$ cat config.mk
export PLATFORM = sky130hd
export DESIGN_NAME = c499_key_loader
export DESIGN_NICKNAME = d
export VERILOG_FILES = /design/src/rtl/c499_lock_pkg.sv /design/src/rtl/crc8_serial.sv /design/src/rtl/c499_key_loader.sv
export SDC_FILE = /design/constraint.sdc
export NUM_CORES = 1
export LEC_CHECK = 0
export BUFFER_PORTS_ARGS = -buffer_cell sky130_fd_sc_hd__buf_2
export CAP_MARGIN = 20
export CORE_MARGIN = 4
export CORE_UTILIZATION = 57
export DETAILED_ROUTE_END_ITERATION = 8
export PLACE_DENSITY = 0.89
export SLEW_MARGIN = 20
export SYNTH_ARGS = -nofsm -noshare
export SYNTH_HDL_FRONTEND = slang
export SYNTH_SLANG_ARGS = --single-unit
$ cat constraint.sdc
create_clock -name clk -period 3.45 [get_ports clk]
set_input_delay 0.5175 -clock clk [delete_from_list [all_inputs] [get_ports clk]]
set_output_delay 0.5175 -clock clk [all_outputs]
set_load 0.05 [all_outputs]
$ cat src/rtl/c499_lock_pkg.sv
// Shared types and constants for the c499 key loader.
// The C499_KEY_CRC_EN build option adds the CRC-8 check.
package c499_lock_pkg;

  localparam int C499_KEY_W = 32;
  localparam logic [7:0] CRC8_POLY = 8'h07;
  localparam logic [7:0] CRC8_INIT = 8'h00;

  typedef enum logic [2:0] {
    IDLE,
    SHIFT_KEY,
    SHIFT_CRC,
    ARMED,
    ERROR
  } key_ld_state_t;

endpackage

$ cat src/rtl/crc8_serial.sv
// Bit-serial CRC-8 (non-reflected), one input bit per enabled cycle.
// Used by c499_key_loader when C499_KEY_CRC_EN is defined.
module crc8_serial
  import c499_lock_pkg::*;
(
  input  logic       clk,
  input  logic       rst,
  input  logic       clr_i,
  input  logic       en_i,
  input  logic       din_i,
  output logic [7:0] crc_o
);

  logic [7:0] crc_q, crc_d;
  logic       fb;

  always_comb begin
    fb    = crc_q[7] ^ din_i;
    crc_d = crc_q;
    if (clr_i) begin
      crc_d = CRC8_INIT;
    end else if (en_i) begin
      crc_d = {crc_q[6:0], 1'b0} ^ (fb ? CRC8_POLY : 8'h00);
    end
  end

  always_ff @(posedge clk or posedge rst) begin
    if (rst) crc_q <= CRC8_INIT;
    else     crc_q <= crc_d;
  end

  assign crc_o = crc_q;

endmodule

$ cat src/rtl/c499_key_loader.sv
// Serial key loader driving keyIn_0_* of the locked c499 core.
// Define C499_KEY_CRC_EN to append and verify a CRC-8 after the key.
module c499_key_loader
  import c499_lock_pkg::*;
#(
  parameter int KEY_W   = C499_KEY_W,
  parameter int TIMEOUT = 1024
) (
  input  logic             clk,
  input  logic             rst,
  input  logic             load_start,
  input  logic             ser_valid,
  input  logic             ser_data,
  output logic             ser_ready,
  output logic [KEY_W-1:0] key_out,
  output logic             key_armed,
  output logic             key_err,
  output logic             busy
);

  localparam int CW = $clog2(KEY_W);
  localparam int IW = $clog2(TIMEOUT + 1);

  key_ld_state_t    state_q, state_d;
  logic [KEY_W-1:0] sr_q, sr_d;
  logic [KEY_W-1:0] key_q, key_d;
  logic [CW-1:0]    cnt_q, cnt_d;
  logic [IW-1:0]    idle_q, idle_d;
  logic             armed_q, err_q, busy_q;
  logic             beat;

`ifdef C499_KEY_CRC_EN
  logic [7:0] rx_q, rx_d;
  logic [7:0] crc;
  logic       crc_clr, crc_en;

  crc8_serial u_crc (
    .clk   (clk),
    .rst   (rst),
    .clr_i (crc_clr),
    .en_i  (crc_en),
    .din_i (ser_data),
    .crc_o (crc)
  );
`endif

  assign beat = ser_valid & busy_q;

  always_comb begin
    state_d = state_q;
    sr_d    = sr_q;
    key_d   = key_q;
    cnt_d   = cnt_q;
    idle_d  = idle_q;
`ifdef C499_KEY_CRC_EN
    rx_d    = rx_q;
    crc_clr = 1'b0;
    crc_en  = 1'b0;
`endif
    unique case (state_q)
      IDLE, ARMED, ERROR: begin
        if (load_start) begin
          state_d = SHIFT_KEY;
          sr_d    = '0;
          key_d   = '0;
          cnt_d   = '0;
          idle_d  = '0;
`ifdef C499_KEY_CRC_EN
          rx_d    = '0;
          crc_clr = 1'b1;
`endif
        end
      end
      SHIFT_KEY: begin
        if (beat) begin
          sr_d   = {ser_data, sr_q[KEY_W-1:1]};
          cnt_d  = cnt_q + CW'(1);
          idle_d = '0;
`ifdef C499_KEY_CRC_EN
          crc_en = 1'b1;
          if (cnt_q == CW'(KEY_W - 1)) begin
            state_d = SHIFT_CRC;
            cnt_d   = '0;
          end
`else
          if (cnt_q == CW'(KEY_W - 1)) begin
            key_d   = sr_d;
            state_d = ARMED;
          end
`endif
        end
      end
`ifdef C499_KEY_CRC_EN
      SHIFT_CRC: begin
        if (beat) begin
          rx_d   = {rx_q[6:0], ser_data};
          cnt_d  = cnt_q + CW'(1);
          idle_d = '0;
          if (cnt_q == CW'(7)) begin
            if (rx_d == crc) begin
              key_d   = sr_q;
              state_d = ARMED;
            end else begin
              state_d = ERROR;
            end
          end
        end
      end
`endif
      default: state_d = IDLE;
    endcase
    // Timeout only on idle cycles, so a beat on the deadline cycle wins.
    if (busy_q && !beat) begin
      idle_d = idle_q + IW'(1);
      if (idle_d == IW'(TIMEOUT)) state_d = ERROR;
    end
  end

  always_ff @(posedge clk or posedge rst) begin
    if (rst) begin
      state_q <= IDLE;
      sr_q    <= '0;
      key_q   <= '0;
      cnt_q   <= '0;
      idle_q  <= '0;
      armed_q <= 1'b0;
      err_q   <= 1'b0;
      busy_q  <= 1'b0;
    end else begin
      state_q <= state_d;
      sr_q    <= sr_d;
      key_q   <= key_d;
      cnt_q   <= cnt_d;
      idle_q  <= idle_d;
      armed_q <= (state_d == ARMED);
      err_q   <= (state_d == ERROR);
      busy_q  <= (state_d == SHIFT_KEY) || (state_d == SHIFT_CRC);
    end
  end

`ifdef C499_KEY_CRC_EN
  always_ff @(posedge clk or posedge rst) begin
    if (rst) rx_q <= '0;
    else     rx_q <= rx_d;
  end
`endif

  assign key_out   = key_q;
  assign key_armed = armed_q;
  assign key_err   = err_q;
  assign busy      = busy_q;
  assign ser_ready = busy_q;

endmodule
---- Word level (Yosys, flattened, before mapping) ----
Index checks and enable logic that the tools add are counted.
storage, ports and cells
  flip-flop bits (word level) ............. 86
cells by class
  add/subtract/negate cells ............... 2
  equality and inequality tests ........... 14
  multiplexer cells ....................... 19
  bitwise logic cells ..................... 1
  reductions and logical operators ........ 10
operator list
  cell                                                              count
  32-bit 2-to-1 mux                                                 4
  32-bit case mux with 2 select lines                               2
  11-bit 2-to-1 mux                                                 3
  11-bit case mux with 2 select lines                               1
  3-bit 2-to-1 mux                                                  5
  11-bit by 1-bit adder with 11-bit output (second input constant)  1
  11-bit == test (second input constant)                            1
  5-bit 2-to-1 mux                                                  2
  5-bit case mux with 2 select lines                                1
  3-bit by 2-bit == test with 1-bit output (second input constant)  3
  3-bit by 1-bit == test with 1-bit output (second input constant)  2
  3-bit == test (second input constant)                             2
  2-bit != test (second input constant)                             3
  3-bit != test (second input constant)                             2
  3-bit case mux with 2 select lines                                1
  3-bit AND reduction                                               2
  5-bit by 1-bit adder with 5-bit output (second input constant)    1
  5-bit == test (second input constant)                             1
  4-bit AND reduction                                               1
  3-bit zero test                                                   1
  3-bit nonzero test                                                1
  3-bit OR reduction                                                1
  2-bit nonzero test                                                1
  1-bit bitwise AND                                                 1
  other kinds (3)                                                   3

---- Logic depth before layout (Yosys ltp) ----
Gate-level depths: netlist (run 1).
  word-level depth ........................ 8
  mapped depth ............................ 8
  mapped depth without buffers ............ 8

---- Worst setup path before layout (run 1) ----
No wires, ideal clock.
  path kind ............................... register to register
  from .................................... reg idle_q[0]
  to ...................................... reg err_q (netlist: key_err)
  library setup time ...................... 0.122 ns
  data arrival time ....................... 1.743 ns
  required time ........................... 3.328 ns
  path slack .............................. 1.585 ns
  cell stages (with the launch flop) ...... 8
  buffers on the path ..................... 1
  path through ............................ dfrtp_1 -> ha_1 -> nand2_1 -> or3_1 -> a41o_1 -> and4_4 -> buf_6 -> a32o_1
on the way
  longest elaborated chain between the ends .. 5
RTL lines
  what                                      RTL line                source
  from (decl)                               c499_key_loader.sv:28   logic [IW-1:0] idle_q, idle_d;
  from (signal assigned)                    c499_key_loader.sv:134  idle_q <= idle_d;
  11-bit by 1-bit adder with 11-bit output  c499_key_loader.sv:114  idle_d = idle_q + IW'(1);
  11-bit == test                            c499_key_loader.sv:115  if (idle_d == IW'(TIMEOUT)) state_d = ERROR;
  3-bit 2-to-1 mux                          c499_key_loader.sv:115
  3-bit 2-to-1 mux                          c499_key_loader.sv:113  if (busy_q && !beat) begin
  3-bit == test                             c499_key_loader.sv:136  err_q <= (state_d == ERROR);
  to (signal assigned)                      c499_key_loader.sv:136
  to (decl)                                 c499_key_loader.sv:29   logic armed_q, err_q, busy_q;
No other way between the ends.
A chain may end at the register's enable or synchronous reset.

---- Final worst setup path (run 1) ----
  from .................................... reg cnt_q[0]
  to ...................................... reg key_q[27] (netlist: key_out[27])
on the way
  longest elaborated chain between the ends .. 3
RTL lines
  what                           RTL line                source
  from (decl)                    c499_key_loader.sv:27   logic [CW-1:0] cnt_q, cnt_d;
  from (signal assigned)         c499_key_loader.sv:133  cnt_q <= cnt_d;
  5-bit == test                  c499_key_loader.sv:86   if (cnt_q == CW'(KEY_W - 1)) begin
  2-bit != test (no line)        n/a
  4-bit AND reduction (no line)  n/a
  to (signal assigned)           c499_key_loader.sv:132  key_q <= key_d;
  to (decl)                      c499_key_loader.sv:26   logic [KEY_W-1:0] key_q, key_d;
No other way between the ends.

==> qor.csv, run 1 <==
metric,value,unit
Nets,422,
Worst slew margin,0.490,
worst skew pair latency,0.36,ns
post-synthesis to final-layout area growth,12.9,%
vias per cell,5.70,
cell taking the most area after synthesis,dfrtp_1,
hold buffers post-CTS,0,
Worst Path Required,3.73,ns
Hold Crit Class,primary input to asynchronous set/reset pin,
final period utilization,0.646,
Post-synth EDFFs,0,
setup_tns,0,ns
maximum VDD drop,0.000599,V
max-cap violation count,0,
worst clock skew,0.00849,ns
Pwr per Cell Area,727,mW/mm^2
synthesized area,0.00359,mm^2
top_reg_cell synth,dfrtp_1,
first-pass GRT wire length,12300,um
fraction of layout cells with a size suffix above 1,0.156,
Ant. Diodes,0,
R2R Setup Slk,1.22,ns
WS Path Type,register to register,
CP Capture Type,register,
Pleak,1.91,nW
Core Region,0.00603,mm^2
utilization after layout,0.672,
routed len/inst,14.8,um
Final ANT Viol Nets,0,
CTS H-Tree Depth,3,
vias in the first global route,2648,
"commonest cells after routing, fill and taps aside","117 x nand2_1, 85 x dfrtp_1, 75 x o21ai_0, 40 x buf_2, 12 x nor2_1",
fmax,0.449,GHz
initial antenna violation count,0,
Worst setup SP type,register,
placer congestion estimate,0.838,
Vias,2808,
outcome,"finished, final reports clean",
combinational cell fraction of total power,0.296,
"Seq/Total Area, Yosys",0.593,
CTS resizes,0,
CTS Buf Count,9,
DRT Wirelength,7320,um
post-DP HPWL,4720,um
clock-pin slew on the worst setup and hold paths,0.08,ns
XOR/XNOR share of the synthesized area,0.0171,
Clock Tree Root,clkbuf_8,
RSZ-0062 raised after global routing,false,
mean post-synth cell area,9.37,um^2
register area,0.00213,mm^2
die width,87.3,um
GRT Total Usage,0.209,
Die ar.,0.00763,mm^2
critical path arrival,2.50,ns
syn_nets,391,
Site Rows,28,
Flop pwr share,0.477,
Yosys reg bits,85,
DR DRC count,0,
crit path max fanout,34,
worst-margin pin slew,0.765,ns
Starting Density,0.595,
1st-iter DRT viols,208,
post-synth top area share,0.593,
Pre-antenna DRT Iters,5,
grt ovf,0,
largest family of logic cells by synthesized area,simple AND/OR/NAND/NOR gates,
Port Buffer Count,40,
minimum clock period,2.23,ns
post-synthesis mux area share,0.00279,
Netlist cell types,39,
Sink Count,85,
worst r2r path cells,8,
Simple-Gate Fraction of Synth Area,0.191,
adder-cell area share of the yosys netlist,0.0105,
clock buffer depth,2,
area of the multi-input gates,0.00136,mm^2
ys async rst share,1.00,
fin. max-slew vios,0,
Worst R2R End,key_out[27],
postcts setup bufs,0,
pin count of the biggest net entering global routing,72,
Post-Syn Instances,383,
IO Pins,41,
die height,87.3,um
"most common cell after layout, fill and taps aside",nand2_1,
Clk pwr share,0.227,
Sw Share,0.393,
fill count,460,
final setup fails,0,
Critical R2R Launch,cnt_q[0],
synth warn,0,
Final Hold Fails,0,
"top cells by area, synth","dfrtp_1 59%, nand2_1 12%, o21ai_0 10%",
Switch Pwr,1.16,mW
Int Pwr,1.79,mW
Synth Area in Compound Gates,0.153,
CTS tree,yes,
## metrics by stage
stage	hold WS, ns	total power [mW]	setup WS (ns)	std cells	area (um^2)
finish	0.0804	2.94	1.22	493	4050
global route	0.0787	3.12	1.03	493	4050
CTS	0.0817	2.95	1.24	492	4030
detailed placement	0.465	2.28	1.18	477	3850
global placement	0.460	2.24	1.24	477	3850
floorplan	0.450	2.04	0.739	383	3590
## kinds of logic after synthesis
logic type	count (synthesis)
buffers and inverters	27
XOR/XNOR	7
multiplexers	1
flip-flops	85
adder cells (fa/ha/maj)	3
AO/OA/AOI/OAI	101
AND/OR/NAND/NOR	159
## metal layers
layer	part of all wire	routed length, um	vias to the layer above	global-route usage
li1	-	-	1351	-
met4	0.019	138	0	0.0669
met5	0	0	-	0
met3	0.062	457	15	0.0710
met1	0.42	3090	1354	0.273
met2	0.50	3640	88	0.328
## worst max-delay path by stage
| stage | from | end | slack, ns | depth (start not counted) |
|---|---|---|---|---|
| after floorplan | rst | busy | 0.74 | 1 |
| after global placement | load_start | cnt_q[3] | 1.24 | 6 |
| after detailed placement | load_start | cnt_q[3] | 1.18 | 6 |
| after CTS | state_q[1] | key_out[19] | 1.24 | 6 |
| after global routing | cnt_q[0] | key_out[16] | 1.03 | 8 |
| final | cnt_q[0] | key_out[27] | 1.22 | 8 |
## worst max-delay path, stage by stage (launching register included)
cell,delay [ns]
dfrtp_1,0.42
ha_1,0.22
and3_1,0.18
ha_1,0.19
and2_1,0.18
o21ai_4,0.54
buf_12,0.26
nand2_1,0.06
o21ai_0,0.08
## cell usage after synthesis, types with 2 or more instances
cell,instances
o21ai_1,8
nor2_1,13
xnor2_1,4
buf_2,4
nand4_1,2
nand2_1,117
xor2_1,3
nor4_1,2
inv_1,2
a32o_1,2
nand3_1,6
o21ai_0,75
clkbuf_1,19
nor3_1,3
or3_1,2
a21oi_1,6
o21a_1,2
a22o_1,2
dfrtp_1,85
ha_1,3
nand2b_1,5
## layout make-up
cell class | instances | share of cell area
Timing Repair Buffer | 45 | 0.0680
Multi-Input combinational cell | 271 | 0.337
Clock buffer | 11 | 0.0324
Clock inverter | 4 | 0.0124
Inverter | 2 | 0.00216
Sequential cell | 85 | 0.525
Tap cell | 75 | 0.0232
## flip-flops by register name (all words and copies together) (netlist names)
| signal | cells |
|---|---|
| key_out | 32 |
| sr_q | 31 |
| idle_q | 11 |
| cnt_q | 5 |
| state_q | 3 |
| busy | 1 |
| key_armed | 1 |
| key_err | 1 |
## power by group through the flow
stage	logic (mW)	clock network, mW	registers [mW]
finish	0.872	0.668	1.40
floorplan	0.295	0	1.75
CTS	0.876	0.679	1.40
global placement	0.837	0	1.40
global route	0.960	0.725	1.44
detailed placement	0.870	0	1.41
Note: power is estimated with default switching activity, not from simulation.
==> run 2: changes to the inputs <==
--- a/config.mk
+++ b/config.mk
@@ -5,12 +5,13 @@
 export SDC_FILE = /design/constraint.sdc
 export NUM_CORES = 1
 export LEC_CHECK = 0
+export ABC_AREA = 1
 export BUFFER_PORTS_ARGS = -buffer_cell sky130_fd_sc_hd__buf_2
 export CAP_MARGIN = 20
 export CORE_MARGIN = 4
-export CORE_UTILIZATION = 57
+export CORE_UTILIZATION = 53
 export DETAILED_ROUTE_END_ITERATION = 8
-export PLACE_DENSITY = 0.89
+export PLACE_DENSITY = 0.87
 export SLEW_MARGIN = 20
 export SYNTH_ARGS = -nofsm -noshare
 export SYNTH_HDL_FRONTEND = slang
==> constraint.sdc (replaced) <==
create_clock -name clk -period 2 [get_ports clk]
set_input_delay 0.3 -clock clk [delete_from_list [all_inputs] [get_ports clk]]
set_output_delay 0.3 -clock clk [all_outputs]
set_load 0.05 [all_outputs]
==> run 2 against run 1 <==
Net effect: die area up 15%; wire length increased by 16%; final area is 11% higher; flip-flop and latch count stayed put; count of clock-buffer cells in the layout decreased by 2; clock power rose by 65%; hold slack got worse by 0.043 ns; critical endpoint is now cnt_q[0]; largest cell class unchanged; largest power group unchanged; highest routed layer unchanged.
==> qor.csv, run 2 <==
metric,value,unit
syn_nets,477,
ys async rst share,1.00,
Netlist cell types,26,
Final Hold Fails,0,
synthesized area,0.00390,mm^2
Worst setup SP type,register,
combinational cell fraction of total power,0.388,
design area,0.00448,mm^2
CTS Buf Count,9,
synth warn,0,
Post-synth top cells,"135 x nand2_1, 85 x dfrtp_1, 67 x o21ai_0, 53 x inv_1, 45 x nor2_1",
minimum clock period,1.85,ns
pin count of the biggest net entering global routing,47,
worst-margin pin slew,0.685,ns
Core Region,0.00721,mm^2
DR DRC count,0,
Ant. Diodes,0,
CP Capture Type,register,
pre-CTS setup slack,-0.154,ns
Site Rows,31,
Die ar.,0.00879,mm^2
cell taking the most area after synthesis,dfrtp_1,
"Seq/Total Area, Yosys",0.545,
CTS tree,yes,
Yosys reg bits,85,
post-synthesis to final-layout area growth,15.0,%
post-synth top area share,0.545,
GRT Total Usage,0.198,
Top Layer Used,met4,
Pwr per Cell Area,1280,mW/mm^2
final setup fails,0,
Sw Share,0.440,
met3 routed WL,404,um
max FFs per register,32,
Pre-antenna DRT Iters,5,
WS Path Type,register to register,
Clk pwr share,0.192,
critical path arrival,2.09,ns
Final ANT Viol Nets,0,
worst clock skew,0.00900,ns
DRT Wirelength,8450,um
Hold Crit Class,primary input to asynchronous set/reset pin,
"commonest cells after routing, fill and taps aside","135 x nand2_1, 85 x dfrtp_1, 67 x o21ai_0, 52 x inv_1, 44 x nor2_1",
routed len/inst,13.6,um
Starting Density,0.541,
Worst Path Required,2.24,ns
RSZ-0062 raised after global routing,false,
CTS H-Tree Depth,3,
worst skew pair latency,0.35,ns
initial antenna violation count,0,
Int Pwr,3.20,mW
Sink Count,85,
final period utilization,0.925,
placed cell area,0.00427,mm^2
die width,93.8,um
grt ovf,0,
total power,5.72,mW
Vias,3248,
fraction of layout cells with a size suffix above 1,0.193,
mean post-synth cell area,8.32,um^2
fin worst setup slack,0.150,ns
fin. max-slew vios,0,
Switch Pwr,2.52,mW
die height,93.8,um
Nets,527,
"top cells by area, synth","dfrtp_1 55%, nand2_1 13%, o21ai_0 8.6%",
placer congestion estimate,0.885,
1st-iter DRT viols,202,
Post-synth EDFFs,0,
crit path max fanout,37,
Clock Tree Root,clkbuf_8,
clock buffer depth,2,
clock-pin slew on the worst setup and hold paths,0.09,ns
"most common cell after layout, fill and taps aside",nand2_1,
Worst slew margin,0.542,
max-cap violation count,0,
hold buffers post-CTS,0,
vias in the first global route,3176,
met1 wire length,3720,um
setup_tns,0,ns
fmax,0.540,GHz
top-count cell post-synth,nand2_1,
outcome,"finished, final reports clean",
post-DP HPWL,5730,um
first-pass GRT wire length,13800,um
fill count,604,
Post-Syn Instances,469,
WL met2,4220,um
top_reg_cell synth,dfrtp_1,
Flop pwr share,0.421,
IO Pins,41,
maximum VDD drop,0.000895,V
Port Buffer Count,40,
vias per cell,5.21,
Pleak,2.34,nW
run 2: changes by cell type after synthesis, sizes merged, moves of 6 or more:
cell and change:
inv +53, nor2 +38, nand2 +18, nand3 +14
clkbuf -8, buf +6
run 2: cell type report:
cell class / count / area (um^2) / area share
Multi-Input combinational cell: 306 / 1440 / 0.322
Clock inverter: 7 / 51.3 / 0.0114
Clock buffer: 9 / 124 / 0.0276
Sequential cell: 85 / 2130 / 0.474
Inverter: 55 / 213 / 0.0474
Tap cell: 99 / 124 / 0.0276
Timing Repair Buffer: 62 / 402 / 0.0896
run 2: power groups by stage:
stage | registers, mW | clock network (mW) | logic [mW]
final | 2.41 | 1.10 | 2.22
after global routing | 2.47 | 1.17 | 2.40
after CTS | 2.41 | 1.12 | 2.23
after detailed placement | 2.44 | 0 | 2.21
after global placement | 2.42 | 0 | 2.14
after floorplan | 3.35 | 0 | 0.737
run 2: logic make-up (layout without fill, tap and decap cells):
group,after synthesis,in the layout,synth area share
adders and majority gates,3,3,0.00963
xor gates and xnor gates,1,1,0.00225
and+or+nand+nor,210,210,0.222
buffers and inverters,78,133,0.0866
DFF,85,85,0.545
AOI/OAI and AO/OA,92,92,0.134
run 2: path summary, 6_finish.rpt:
path,startpoint,endpoint,slack [ns],cells past startpoint
setup / recovery,state_q[2],cnt_q[0],0.15,10
hold / removal,rst,key_out[26],0.04,2
setup reg to reg,state_q[2],cnt_q[0],0.15,10
hold reg to reg,key_out[13],key_out[13],0.50,2
max in group asynchronous,rst,cnt_q[1],1.34,3
min in group clk,ser_data,key_out[31],0.30,5
run 2: worst max-delay path: stages (launching register included):
cell and delay, ns:
dfrtp_1 0.41, nor2_4 0.14, inv_2 0.07, nor2_8 0.08
buf_4 0.13, inv_4 0.04, nor2_4 0.12, buf_8 0.24
nor2_4 0.09, buf_4 0.22, o21a_1 0.18
run 2: stage by stage:
step	util	std cells	hold WS, ns
floorplan	-	469	0.462
global placement	0.592	605	0.421
detailed placement	0.592	605	0.431
CTS	0.617	621	0.0483
global route	0.621	623	0.0822
finish	0.621	623	0.0375
run 2: timing repair:
| action | 4_1_cts | 5_1_grt |
|---|---|---|
| endpoints found under the setup margin | 14 | 59 |
| pin swaps | 0 | 2 |
| buffers inserted | 0 | 2 |
| resized for setup | 1 | 4 |
run 2: routing by layer:
layer,vias to the layer above,track usage
met3,11,0.0345
met1,1576,0.254
met5,-,0
met4,0,0.0806
li1,1579,-
met2,82,0.330
